===== config.mk =====
export PLATFORM = sky130hd
export DESIGN_NAME = datapath_core_param
export DESIGN_NICKNAME = d
export VERILOG_FILES = /design/src/rtl/datapath_core_param.sv
export SDC_FILE = /design/constraint.sdc
export NUM_CORES = 1
export LEC_CHECK = 0
export CAP_MARGIN = 20
export CORE_ASPECT_RATIO = 1.4
export CORE_UTILIZATION = 35
export DETAILED_ROUTE_END_ITERATION = 12
export PLACE_DENSITY_LB_ADDON = 0.25
export SLEW_MARGIN = 20
export SYNTH_ARGS = -nofsm -noshare
export SYNTH_HDL_FRONTEND = slang
export SYNTH_SLANG_ARGS = --single-unit

===== constraint.sdc =====
create_clock -name CLK -period 21 [get_ports CLK]
set_input_delay 4.2 -clock CLK [delete_from_list [all_inputs] [get_ports CLK]]
set_output_delay 4.2 -clock CLK [all_outputs]
set_load 0.05 [all_outputs]

===== src/rtl/datapath_core_param.sv =====
// Purpose: parametrised CPU datapath: register file, A/B/S buses, ALU/shifter with NZVC, shift-add multiplier, MAR/MDR memory port.
// Latency: S bus combinational; reg/MAR/MDR/PSW 1 cycle; memory >=2 cycles (req the cycle after start); multiply WIDTH cycles.
// Backpressure: memory holds req until mem_ack and ignores new starts / MAR / MDR writes meanwhile; mul_start ignored while busy.
module datapath_core_param #(
    parameter  int WIDTH = 16,
    parameter  int NREG  = 8,
    localparam int RW    = $clog2(NREG)
) (
    input  logic             CLK,
    input  logic             CLR,
    input  logic [1:0]       a_src,
    input  logic [RW-1:0]    a_sel,
    input  logic [RW-1:0]    b_sel,
    input  logic [3:0]       op,
    input  logic [WIDTH-1:0] imm,
    input  logic             s_we,
    input  logic [RW-1:0]    s_sel,
    input  logic             flag_we,
    input  logic             mar_we,
    input  logic             mdr_we,
    input  logic             mem_rd,
    input  logic             mem_wr,
    input  logic             mul_start,
    output logic [WIDTH-1:0] mem_addr,
    output logic [WIDTH-1:0] mem_wdata,
    output logic             mem_req,
    output logic             mem_we,
    input  logic             mem_ack,
    input  logic [WIDTH-1:0] mem_rdata,
    output logic             mem_busy,
    output logic             mul_busy,
    output logic             mul_done,
    output logic [3:0]       psw,
    output logic [WIDTH-1:0] s_bus
);

    localparam int MSB = WIDTH - 1;
    localparam int CW  = $clog2(WIDTH + 1);

    typedef enum logic [3:0] {
        OP_PASS = 4'd0,  OP_ADD = 4'd1,  OP_SUB = 4'd2,  OP_AND  = 4'd3,
        OP_OR   = 4'd4,  OP_XOR = 4'd5,  OP_LSL = 4'd6,  OP_LSR  = 4'd7,
        OP_ASR  = 4'd8,  OP_ROL = 4'd9,  OP_ROR = 4'd10, OP_MULL = 4'd11,
        OP_MULH = 4'd12, OP_IMM = 4'd13, OP_R14 = 4'd14, OP_R15  = 4'd15
    } op_e;

    typedef enum logic {ST_IDLE = 1'b0, ST_REQ = 1'b1} mem_st_e;

    // architectural state
    logic [WIDTH-1:0]   r_regs [NREG];
    logic [WIDTH-1:0]   r_mar;
    logic [WIDTH-1:0]   r_mdr;
    logic [WIDTH-1:0]   r_prod_lo;
    logic [WIDTH-1:0]   r_prod_hi;
    logic [3:0]         r_psw;

    // memory handshake
    mem_st_e            r_mem_st;
    mem_st_e            w_mem_st_nxt;
    logic               r_mem_we;
    logic               w_mem_idle;

    // multiplier: acc holds {partial product, remaining multiplier bits}
    logic               r_mul_busy;
    logic               r_mul_done;
    logic [WIDTH-1:0]   r_mul_mc;
    logic [2*WIDTH-1:0] r_mul_acc;
    logic [CW-1:0]      r_mul_cnt;
    logic [WIDTH:0]     w_mul_sum;
    logic [2*WIDTH-1:0] w_mul_acc_nxt;

    // buses and ALU
    logic [WIDTH-1:0]   w_a;
    logic [WIDTH-1:0]   w_b;
    logic [WIDTH-1:0]   w_s;
    logic [WIDTH:0]     w_add;
    logic [WIDTH:0]     w_sub;
    logic               w_n;
    logic               w_z;
    logic               w_v;
    logic               w_c;

    assign w_mem_idle = (r_mem_st == ST_IDLE);

    // A bus source select; B always reads the register file
    always_comb begin
        w_a = '0;
        case (a_src)
            2'd0:    w_a = r_regs[a_sel];
            2'd1:    w_a = r_mdr;
            2'd2:    w_a = {{(WIDTH-4){1'b0}}, r_psw};
            default: w_a = '0;
        endcase
        w_b = r_regs[b_sel];
    end

    // the MSB of the extended results is carry out / borrow
    assign w_add = {1'b0, w_a} + {1'b0, w_b};
    assign w_sub = {1'b0, w_a} - {1'b0, w_b};

    // ALU / shifter result and V/C; ops that do not define C keep the old one
    always_comb begin
        w_s = '0;
        w_c = r_psw[0];
        w_v = 1'b0;
        case (op_e'(op))
            OP_PASS: w_s = w_a;
            OP_ADD: begin
                w_s = w_add[MSB:0];
                w_c = w_add[WIDTH];
                w_v = (w_a[MSB] == w_b[MSB]) && (w_add[MSB] != w_a[MSB]);
            end
            OP_SUB: begin
                w_s = w_sub[MSB:0];
                w_c = w_sub[WIDTH];
                w_v = (w_a[MSB] != w_b[MSB]) && (w_sub[MSB] != w_a[MSB]);
            end
            OP_AND:  w_s = w_a & w_b;
            OP_OR:   w_s = w_a | w_b;
            OP_XOR:  w_s = w_a ^ w_b;
            OP_LSL: begin
                w_s = {w_a[MSB-1:0], 1'b0};
                w_c = w_a[MSB];
            end
            OP_LSR: begin
                w_s = {1'b0, w_a[MSB:1]};
                w_c = w_a[0];
            end
            OP_ASR: begin
                w_s = {w_a[MSB], w_a[MSB:1]};
                w_c = w_a[0];
            end
            OP_ROL: begin
                w_s = {w_a[MSB-1:0], w_a[MSB]};
                w_c = w_a[MSB];
            end
            OP_ROR: begin
                w_s = {w_a[0], w_a[MSB:1]};
                w_c = w_a[0];
            end
            OP_MULL: w_s = r_prod_lo;
            OP_MULH: w_s = r_prod_hi;
            OP_IMM:  w_s = imm;
            default: w_s = '0;
        endcase
        w_n = w_s[MSB];
        w_z = (w_s == '0);
    end

    // register file write from the S bus
    always_ff @(posedge CLK) begin
        if (CLR) begin
            for (int i = 0; i < NREG; i++) begin
                r_regs[i] <= '0;
            end
        end else if (s_we) begin
            r_regs[s_sel] <= w_s;
        end
    end

    // status word update
    always_ff @(posedge CLK) begin
        if (CLR) begin
            r_psw <= '0;
        end else if (flag_we) begin
            r_psw <= {w_n, w_z, w_v, w_c};
        end
    end

    // MAR/MDR: frozen during a request so address and write data stay stable
    always_ff @(posedge CLK) begin
        if (CLR) begin
            r_mar <= '0;
            r_mdr <= '0;
        end else if (w_mem_idle) begin
            if (mar_we) r_mar <= w_s;
            if (mdr_we) r_mdr <= w_s;
        end else if (mem_ack && !r_mem_we) begin
            r_mdr <= mem_rdata;
        end
    end

    // memory FSM state register
    always_ff @(posedge CLK) begin
        if (CLR) begin
            r_mem_st <= ST_IDLE;
        end else begin
            r_mem_st <= w_mem_st_nxt;
        end
    end

    // memory FSM next state
    always_comb begin
        w_mem_st_nxt = r_mem_st;
        case (r_mem_st)
            ST_IDLE: if (mem_rd || mem_wr) w_mem_st_nxt = ST_REQ;
            ST_REQ:  if (mem_ack)          w_mem_st_nxt = ST_IDLE;
            default: w_mem_st_nxt = ST_IDLE;
        endcase
    end

    // transaction direction, latched at start; a write wins over a read
    always_ff @(posedge CLK) begin
        if (CLR) begin
            r_mem_we <= 1'b0;
        end else if (w_mem_idle && (mem_rd || mem_wr)) begin
            r_mem_we <= mem_wr;
        end else if (!w_mem_idle && mem_ack) begin
            r_mem_we <= 1'b0;
        end
    end

    // one shift-add step: add multiplicand to the upper half if LSB set, then shift right
    always_comb begin
        w_mul_sum     = {1'b0, r_mul_acc[2*WIDTH-1:WIDTH]}
                      + (r_mul_acc[0] ? {1'b0, r_mul_mc} : {(WIDTH+1){1'b0}});
        w_mul_acc_nxt = {w_mul_sum, r_mul_acc[WIDTH-1:1]};
    end

    // multiplier sequencing; product registers only change when a multiply completes
    always_ff @(posedge CLK) begin
        if (CLR) begin
            r_mul_busy <= 1'b0;
            r_mul_done <= 1'b0;
            r_mul_mc   <= '0;
            r_mul_acc  <= '0;
            r_mul_cnt  <= '0;
            r_prod_lo  <= '0;
            r_prod_hi  <= '0;
        end else begin
            r_mul_done <= 1'b0;
            if (r_mul_busy) begin
                r_mul_acc <= w_mul_acc_nxt;
                r_mul_cnt <= r_mul_cnt - CW'(1);
                if (r_mul_cnt == CW'(1)) begin
                    r_mul_busy <= 1'b0;
                    r_mul_done <= 1'b1;
                    r_prod_lo  <= w_mul_acc_nxt[WIDTH-1:0];
                    r_prod_hi  <= w_mul_acc_nxt[2*WIDTH-1:WIDTH];
                end
            end else if (mul_start) begin
                r_mul_busy <= 1'b1;
                r_mul_mc   <= w_a;
                r_mul_acc  <= {{WIDTH{1'b0}}, w_b};
                r_mul_cnt  <= CW'(WIDTH);
            end
        end
    end

    assign mem_addr  = r_mar;
    assign mem_wdata = r_mdr;
    assign mem_req   = (r_mem_st == ST_REQ);
    assign mem_busy  = mem_req;
    assign mem_we    = r_mem_we;
    assign mul_busy  = r_mul_busy;
    assign mul_done  = r_mul_done;
    assign psw       = r_psw;
    assign s_bus     = w_s;

endmodule

== Word level (Yosys, flattened, before mapping) ==
Memories as Yosys holds them, arrays and structs flattened.
Index checks and enable logic that the tools add are counted.

* Memories: 1
* Memory bits (read-only): 0
* Memory bits (writable): 128
* Output and inout bits: 57
* Latch bits: 0
* Register bits after elaboration: 125
* Input port bits: 57

{| class="wikitable"
|+ Memories
! name !! depth !! width !! read ports !! clocked after Yosys merged registers in !! write ports !! RTL line !! source
|-
| r_regs || 8 || 16 || 2 || 0 || 8 || 50 || <nowiki>logic [WIDTH-1:0] r_regs [NREG];</nowiki>
|}

* Divide/modulo/power cells: 0
* Multiplexer cells: 29
* $add $sub $neg: 4
* Multiply operators: 0
* Shift operators: 0
* Equal/unequal tests: 21
* Reduce and logical (&&, ||, !) cells: 23
* Magnitude comparators: 0
* Bitwise gates (word level): 5

{| class="wikitable"
|+ Operator list
! operator !! count
|-
| $pmux W16 S14 || 1
|-
| $mux W16 || 5
|-
| $mux W32 || 2
|-
| $pmux W16 S3 || 1
|-
| $add A16 B16 Y17 || 2
|-
| $eq A4 B4 Y1 const B || 6
|-
| $sub A16 B16 Y17 || 1
|-
| $and A16 B16 Y16 || 1
|-
| $eq A4 B3 Y1 const B || 4
|-
| $logic_not A16 Y1 || 1
|-
| $or A16 B16 Y16 || 1
|-
| $reduce_or A16 Y1 || 1
|-
| $xor A16 B16 Y16 || 1
|-
| $mux W1 || 14
|-
| $mux W5 || 2
|-
| $reduce_and A2 Y1 || 5
|-
| $eq A4 B2 Y1 const B || 2
|-
| $reduce_bool A2 Y1 || 3
|-
| $eq A5 B1 Y1 const B || 1
|-
| $logic_and A1 B1 Y1 || 5
|-
| $sub A5 B1 Y5 const B || 1
|-
| $eq A4 B1 Y1 const B || 1
|-
| $logic_not A4 Y1 || 1
|-
| $pmux W1 S2 || 2
|-
| 14 further kinds || 18
|}

== Longest topological paths before layout ==
Gate-level depths: netlist of run 1.

* Word-level depth: 6
* Mapped depth: 19
* Gate-level depth less buffers: 17

== Worst setup path before layout of run 1 ==
OpenSTA, ideal clock, no wires.

* Path type: input port to output port
* Start point: in b_sel[0]
* End point: out s_bus[14]
* Stages on the path: 17
* Buffers on the path: 2
* Arrival: 8778 ps
* Slack: 8022 ps
* Required time: 16800 ps
* Path through: clkbuf_1 -> buf_1 -> mux4_2 -> mux2i_1 -> inv_1 -> ha_1 -> fa_1 -> a211oi_1 -> o21bai_1 -> o31a_1 -> o41a_1 -> a221o_1 -> a31o_2 -> or2_2 -> a21oi_1 -> nor2_2 -> inv_2

* Word-level cells in the longest chain between the ends: 3
* Elaborated cells on any way between the ends: 7

{| class="wikitable"
|+ Ends and longest elaborated chain
! what !! RTL line !! source
|-
| from (decl) || 13 || <nowiki>input logic [RW-1:0] b_sel,</nowiki>
|-
| $mem_v2 Z8 W16 (*) || - ||
|-
| $sub A16 B16 Y17 (tied with other cells) || 99 || <nowiki>assign w_sub = {1'b0, w_a} - {1'b0, w_b};</nowiki>
|-
| $pmux W16 S14 (*) || 106 || <nowiki>case (op_e'(op))</nowiki>
|-
| to (decl) || 34 || <nowiki>output logic [WIDTH-1:0] s_bus</nowiki>
|}

Every way passes the cells marked *; elsewhere a longest branch is shown, timed or not.

== Worst setup path in the final report of run 1 ==
* Start point: in a_sel[1]
* End point: out s_bus[14]

* Word-level cells in the longest chain between the ends: 4
* Elaborated cells on any way between the ends: 8

{| class="wikitable"
|+ Ends and longest elaborated chain
! what !! RTL line !! source
|-
| from (decl) || 12 || <nowiki>input logic [RW-1:0] a_sel,</nowiki>
|-
| $mem_v2 Z8 W16 (*) || - ||
|-
| $pmux W16 S3 (*) || 88 || <nowiki>case (a_src)</nowiki>
|-
| net w_a[0] || 73 || <nowiki>logic [WIDTH-1:0] w_a;</nowiki>
|-
| $sub A16 B16 Y17 or $add A16 B16 Y17 (tied branches) || 99, 98 ||
|-
| $pmux W16 S14 (*) || 106 ||
|}

The timed path passes the listed nets; every way through them passes the cells marked *.

==> qor.txt, run 1 <==
CP max stage cell -> clkdlybuf4s50_1
DP Wirelength -> 38,800 um
first-pass GRT wire length -> 82,300 um
Post-synth ARST share -> 0%
Setup CP Type -> in -> out
Mapped Nets -> 1,806
HP Class -> reg -> reg
measured slew at the worst slew-check pin -> 1.14 ns
largest net degree at the start of global routing -> 81
Leak -> 6.94 nW
Rel. slew slack -> 23.9%
post-CTS sizing -> 0
Tot GR Track Use -> 23.8%
row cnt -> 91
crit path cell chain -> clkdlybuf4s50_1, buf_4, mux4_2, mux2_2, a21boi_2, inv_1, ha_1, fa_1, a211oi_1, o21bai_1, o31a_1, o41a_1, a221o_1, a31o_2, or2_2, a21oi_1, nor2_2, inv_2, clkdlybuf4s50_1
post-synth top area share -> 24.5%
Worst EP arrival -> 10.42 ns
Yosys top cell by area -> edfxtp_1
DRC viols -> 0
vias in the first global route -> 13,300
Post-Syn Area -> 15,700 um^2
Final Cell Area -> 18,300 um^2
setup ws final -> 6.38 ns
top cell family by delay on the critical path -> compound AO/OA/AOI/OAI gates
shortest period the worst path allows -> 14.62 ns
Synth top cells by count -> 280 x nor2_1, 151 x nand2_1, 132 x a21oi_1
placed inst area -> 17,300 um^2
post-route ant nets -> 0
GRT overflow -> 0
Post-CTS Hold Buffers -> 0
wire length per cell -> 23.7 um
Slew Limit Fails -> 0
startpoint type of the worst setup path -> input port
Worst-Skew Late Latency -> 0.57 ns
Main synth FF type -> edfxtp_1
area taken by multi-input logic gates -> 8580 um^2
non-filler cells, final -> 2,312
initial antenna violation count -> 0
Crit. End Element -> output pin
Mapped Cells -> 1,679
syn avg cell area -> 9.36 um^2
cell with the most instances after synthesis -> nor2_1
TritonRoute pass-1 iters -> 6
unrepaired setup endpoints after global routing -> false
initial drt markers -> 1,140
skew final -> 0.0148 ns
Vert. Die Dim -> 253 um
gpl congestion -> 0.971
Yosys warnings -> 0
Critical Path RT -> 16.80 ns
clock sink count -> 253
leading post-synthesis cells by cell area -> edfxtp_1 24%, dfxtp_1 16%, mux4_2 9.2%, nor2_1 6.7%, ha_1 5.3%
Maximum Capacitance Violations -> 0
fmax -> 68.4 MHz
Core Box Area -> 44,200 um^2
CTS Buffer Depth -> 3
port buffer count -> 113
Clock Tree Root -> clkbuf_16
Die X -> 181 um
H-Tree Depth -> 1
Num CTS Buffers -> 28
critical path's largest stage delay -> 0.80 ns
CP max FO -> 31
postcts setup bufs -> 0
number of synthesized register bits -> 253
Pwr Density -> 78.3 nW/um^2
Seq/Total Area, Yosys -> 40.4%
setup slack at placement -> 6.11 ns
clk slew on worst S/H paths -> 0.06 ns
final setup vio count -> 0
FF/Latch Area -> 6350 um^2
number of synthesized flops with an enable pin -> 128
total instance count after detailed placement -> 2,260
share of cells above drive strength 1 -> 11.6%
Unique masters post-synth -> 89
Vias/cell -> 5.78
Final period util -> 69.6%
sum of negative setup slack -> 0 ns
total of fill cells in the finished design -> 4,376
status -> finished clean
final hold vios -> 0
ANT cells -> 0
crit path buf inv count -> 5
Die ar. -> 45,700 um^2
Layout area overhead -> 16.2%
total wire length -> 54,800 um
CTS tree -> done
initial cell density of the core -> 35.6%
Top cell by count, worst path -> clkdlybuf4s50_1
Boundary Pins -> 114
Final nets -> 1,859
Max IR drop VDD -> 0.0543 mV
routed vias -> 13,400
==> placed cells by master, fill, tap and decap left out, types with 11 or more instances in the layout <==
cell / n
a21o_1: 14
mux2i_1: 33
xnor2_1: 17
a21oi_1: 131
dfxtp_1: 124
nand2_1: 151
and3_1: 18
o22ai_1: 18
buf_4: 44
ha_1: 67
o21ai_0: 45
nor2b_1: 18
clkbuf_16: 28
a22oi_1: 15
a211oi_1: 59
nand3_1: 16
and2_1: 20
mux4_2: 64
clkdlybuf4s50_1: 109
nor2_1: 279
nand2b_1: 24
inv_1: 70
a221oi_1: 11
nor3_1: 26
edfxtp_1: 128
==> flip-flops by register name, summed over array words and instances, names as in the netlist <==
name       flops
mul_done       1
mem_addr      16
r_mul_mc      16
r_prod_lo     16
r_prod_hi     16
mul_busy       1
mem_we         1
r_mul_acc     32
mem_busy       1
mem_wdata     16
r_mul_cnt      5
psw            4
r_regs       128
==> layout make-up <==
type                            count  share of cell area [%]
Inverter                           73                    1.50
Clock inverter                     12                   0.720
Clock buffer                       40                    4.31
Timing Repair Buffer              156                    7.87
Multi-Input combinational cell   1220                    47.0
Tap cell                          558                    3.83
Sequential cell                   253                    34.8
==> tightest hold or removal path, cell delays in order, from the launching register on <==
cell and delay [ns]:
dfxtp_1 0.30, nand2_1 0.05, a21oi_1 0.05
==> per-layer routing <==
metal	up-vias	routed length (um)	GRT usage, %
met5	-	0	0
li1	6209	-	-
met1	6545	21300	28.4
met2	471	27300	41.8
met3	135	3030	2.62
met4	0	3090	12.8
==> stage by stage <==
step                hold slack, ns  total power [mW]  utilization, %
global route                 0.472              1.48            41.3
floorplan                    0.432             0.805               -
CTS                          0.452              1.44            41.3
detailed placement           0.444             0.938            39.2
finish                       0.451              1.43            41.3
global placement             0.441             0.935            39.2
==> power by group <==
group          switching, mW  total (mW)  internal, mW
logic                  0.244       0.369         0.125
clock network          0.213       0.499         0.286
registers             0.0184       0.561         0.543
==> cells by family after synthesis <==
family	count (synthesis)	synth area share (%)
DFF	253	40.4
buffers and inverters	206	5.33
AOI/OAI and AO/OA	415	18.1
xor gates and xnor gates	22	1.23
and+or+nand+nor	608	17.3
adders and majority gates	70	5.72
muxes	105	11.9
==> path summary, 6_finish.rpt <==
| check | start | endpoint | slack, ns | cells past startpoint |
|---|---|---|---|---|
| min reg2reg | r_mul_mc[6] | r_mul_mc[6] | 0.45 | 2 |
| max | a_sel[1] | s_bus[14] | 6.38 | 19 |
| max reg2reg | r_regs[7][0] | psw[2] | 15.18 | 16 |
| min | r_mul_mc[6] | r_mul_mc[6] | 0.45 | 2 |
Power figures use the tool's default switching activity.
==> run 2: changes to the inputs <==
- clock period: 21 -> 12.9 ns (I/O delays scaled with it)
==> run 2 against run 1 <==
First-iteration DRC count increased by 2.5%. Power increased by 61%. Cell count increased by 0.17%. Clock power increased by 59%. Hold slack improved by 0.0011 ns.
==> qor.txt, run 2 (synthesized netlist as in run 1, its figures left out) <==
Met2 Wirelength -> 28,200 um (was 27,300 um)
Num CTS Buffers -> 27 (was 28)
GRT overflow -> 0 (unchanged)
non-filler cells, final -> 2,316 (was 2,312)
Setup crit start -> a_src[0] (was a_sel[1])
Crit. End Element -> output pin (unchanged)
port buffer count -> 113 (unchanged)
max reg flops -> 128 (unchanged)
crit path buf inv count -> 5 (unchanged)
Core Box Area -> 44,200 um^2 (unchanged)
Max IR drop VDD -> 0.101 mV (was 0.0543 mV)
H-Tree Depth -> 1 (unchanged)
Critical Path RT -> 10.32 ns (was 16.80 ns)
CP max FO -> 17 (was 31)
fmax -> 86.6 MHz
critical path's largest stage delay -> 0.80 ns (about the same)
Vert. Die Dim -> 253 um (unchanged)
gpl congestion -> 0.958 (was 0.971)
total wire length -> 55,600 um (was 54,800 um)
post-CTS sizing -> 0 (unchanged)
crit path cell chain -> clkdlybuf4s50_1, buf_4, nor2b_1, a22oi_1, a21boi_2, inv_1, ha_1, fa_1, a211oi_1, o21bai_1, o31a_1, o41a_1, a221o_1, a31o_2, or2_2, a21oi_1, nor2_2, inv_2, clkdlybuf4s50_1 (was clkdlybuf4s50_1, buf_4, mux4_2, mux2_2, a21boi_2, inv_1, ha_1, fa_1, a211oi_1, o21bai_1, o31a_1, o41a_1, a221o_1, a31o_2, or2_2, a21oi_1, nor2_2, inv_2, clkdlybuf4s50_1)
Boundary Pins -> 114 (unchanged)
worst r2r src -> r_regs[6][0] (was r_regs[7][0])
row cnt -> 91 (unchanged)
most common cell after layout, fill and taps aside -> nor2_1 (unchanged)
Die X -> 181 um (unchanged)
Leak -> 6.95 nW (was 6.94 nW)
initial cell density of the core -> 35.6% (unchanged)
routed vias -> 13,400 (about the same)
Tot GR Track Use -> 24.0% (was 23.8%)
clock sink count -> 253 (unchanged)
Pwr Total -> 2.31 mW (was 1.43 mW)
CTS Buffer Depth -> 3 (unchanged)
Vias/cell -> 5.77 (was 5.78)
M1 WL -> 21,500 um (was 21,300 um)
Clock Tree Root -> clkbuf_16 (unchanged)
unrepaired setup endpoints after global routing -> false (unchanged)
Maximum Capacitance Violations -> 0 (unchanged)
shortest period the worst path allows -> 11.55 ns
Worst EP arrival -> 8.97 ns (was 10.42 ns)
postcts setup bufs -> 0 (unchanged)
total instance count after detailed placement -> 2,265 (was 2,260)
Worst-Skew Late Latency -> 0.57 ns (about the same)
status -> finished clean (unchanged)
final setup vio count -> 0 (unchanged)
initial antenna violation count -> 0 (unchanged)
skew final -> 0.0181 ns (was 0.0148 ns)
post-route ant nets -> 0 (unchanged)
Top cell by count, worst path -> clkdlybuf4s50_1 (unchanged)
DR WL met3 -> 2810 um (was 3030 um)
top cell family by delay on the critical path -> compound AO/OA/AOI/OAI gates (unchanged)
Rel. slew slack -> 11.9% (was 23.9%)
final hold vios -> 0 (unchanged)
DP Wirelength -> 40,000 um (was 38,800 um)
clk slew on worst S/H paths -> 0.06 ns (about the same)
Die ar. -> 45,700 um^2 (unchanged)
Pwr Density -> 126 nW/um^2 (was 78.3 nW/um^2)
CP max stage cell -> clkdlybuf4s50_1 (unchanged)
Setup CP Type -> in -> out (unchanged)
Final nets -> 1,864 (was 1,859)
Top Metal Used -> met4 (unchanged)
ANT cells -> 0 (unchanged)
share of cells above drive strength 1 -> 11.9% (was 11.6%)
initial drt markers -> 1,169 (was 1,140)
Biggest register -> r_regs (unchanged)
first-pass GRT wire length -> 83,200 um (was 82,300 um)
HP Class -> reg -> reg (unchanged)
Final Util -> 41.3% (about the same)
Layout area overhead -> 16.2% (about the same)
wire length per cell -> 24.0 um (was 23.7 um)
measured slew at the worst slew-check pin -> 1.30 ns (was 1.14 ns)
CTS tree -> done (unchanged)
DRC viols -> 0 (unchanged)
Post-CTS Hold Buffers -> 0 (unchanged)
Final period util -> 89.6%
largest net degree at the start of global routing -> 92 (was 81)
startpoint type of the worst setup path -> input port (unchanged)
hold slack -> 0.452 ns (was 0.451 ns)
vias in the first global route -> 13,400 (was 13,300)
highest-count cells in the layout ignoring fill and taps -> 279 x nor2_1, 151 x nand2_1, 132 x a21oi_1 (was 279 x nor2_1, 151 x nand2_1, 131 x a21oi_1)
TritonRoute pass-1 iters -> 5 (was 6)
Hold Crit Start -> r_mul_mc[9] (was r_mul_mc[6])
sum of negative setup slack -> 0 ns (unchanged)
Regs by FF count -> r_regs (128), r_mul_acc (32) (unchanged)
Slew Limit Fails -> 0 (unchanged)
## run 2: where the power goes
part / total (mW) / internal [mW] / switching [mW] / leakage, nW
Clock: 0.791 / 0.446 / 0.345 / 0.423
Combinational: 0.603 / 0.206 / 0.397 / 4.18
Sequential: 0.912 / 0.884 / 0.0282 / 2.35
Total: 2.31 / 1.54 / 0.770 / 6.95
## run 2: worst paths after layout
path	to	slack (ns)	cells after the start
worst min-delay path	r_mul_mc[9]	0.45	2
worst max-delay path	s_bus[14]	1.35	19
worst max register to register	psw[2]	7.24	17
worst min register to register	r_mul_mc[9]	0.45	2
## run 2: cell type report
type                       instances  area, um^2
clock inverter                    12         126
multi-input combinational       1220        8580
fill                            4367       25900
clock buffer                      38         747
timing repair buffer             162        1490
inverter                          73         274
tap                              558         698
sequential                       253        6350
## run 2: worst reg2reg max path, cell delays in order, from the launching register on
cell,delay [ns]
edfxtp_1,0.41
mux4_2,0.47
mux2_2,0.32
a21boi_2,0.39
inv_1,0.13
ha_1,0.30
fa_1,0.48
a211oi_1,0.33
o21bai_1,0.17
o31a_1,0.30
o41a_1,0.39
a221o_1,0.36
a221o_1,0.33
a21oi_1,0.18
buf_4,0.23
inv_1,0.07
or4_1,0.55
o32ai_2,0.21
## run 2: per-layer routing
metal  GRT usage (%)  up-vias
met2            43.1      475
met3            2.62      131
met4            13.3        0
met5               0        -
met1            28.0     6550
li1                -     6218
## run 2: stage by stage
stage               instance area (um^2)  setup slack, ns
floorplan                          15700             3.16
global placement                   17400             1.45
detailed placement                 17400             1.47
CTS                                18200             1.46
global route                       18300             1.21
finish                             18300             1.35
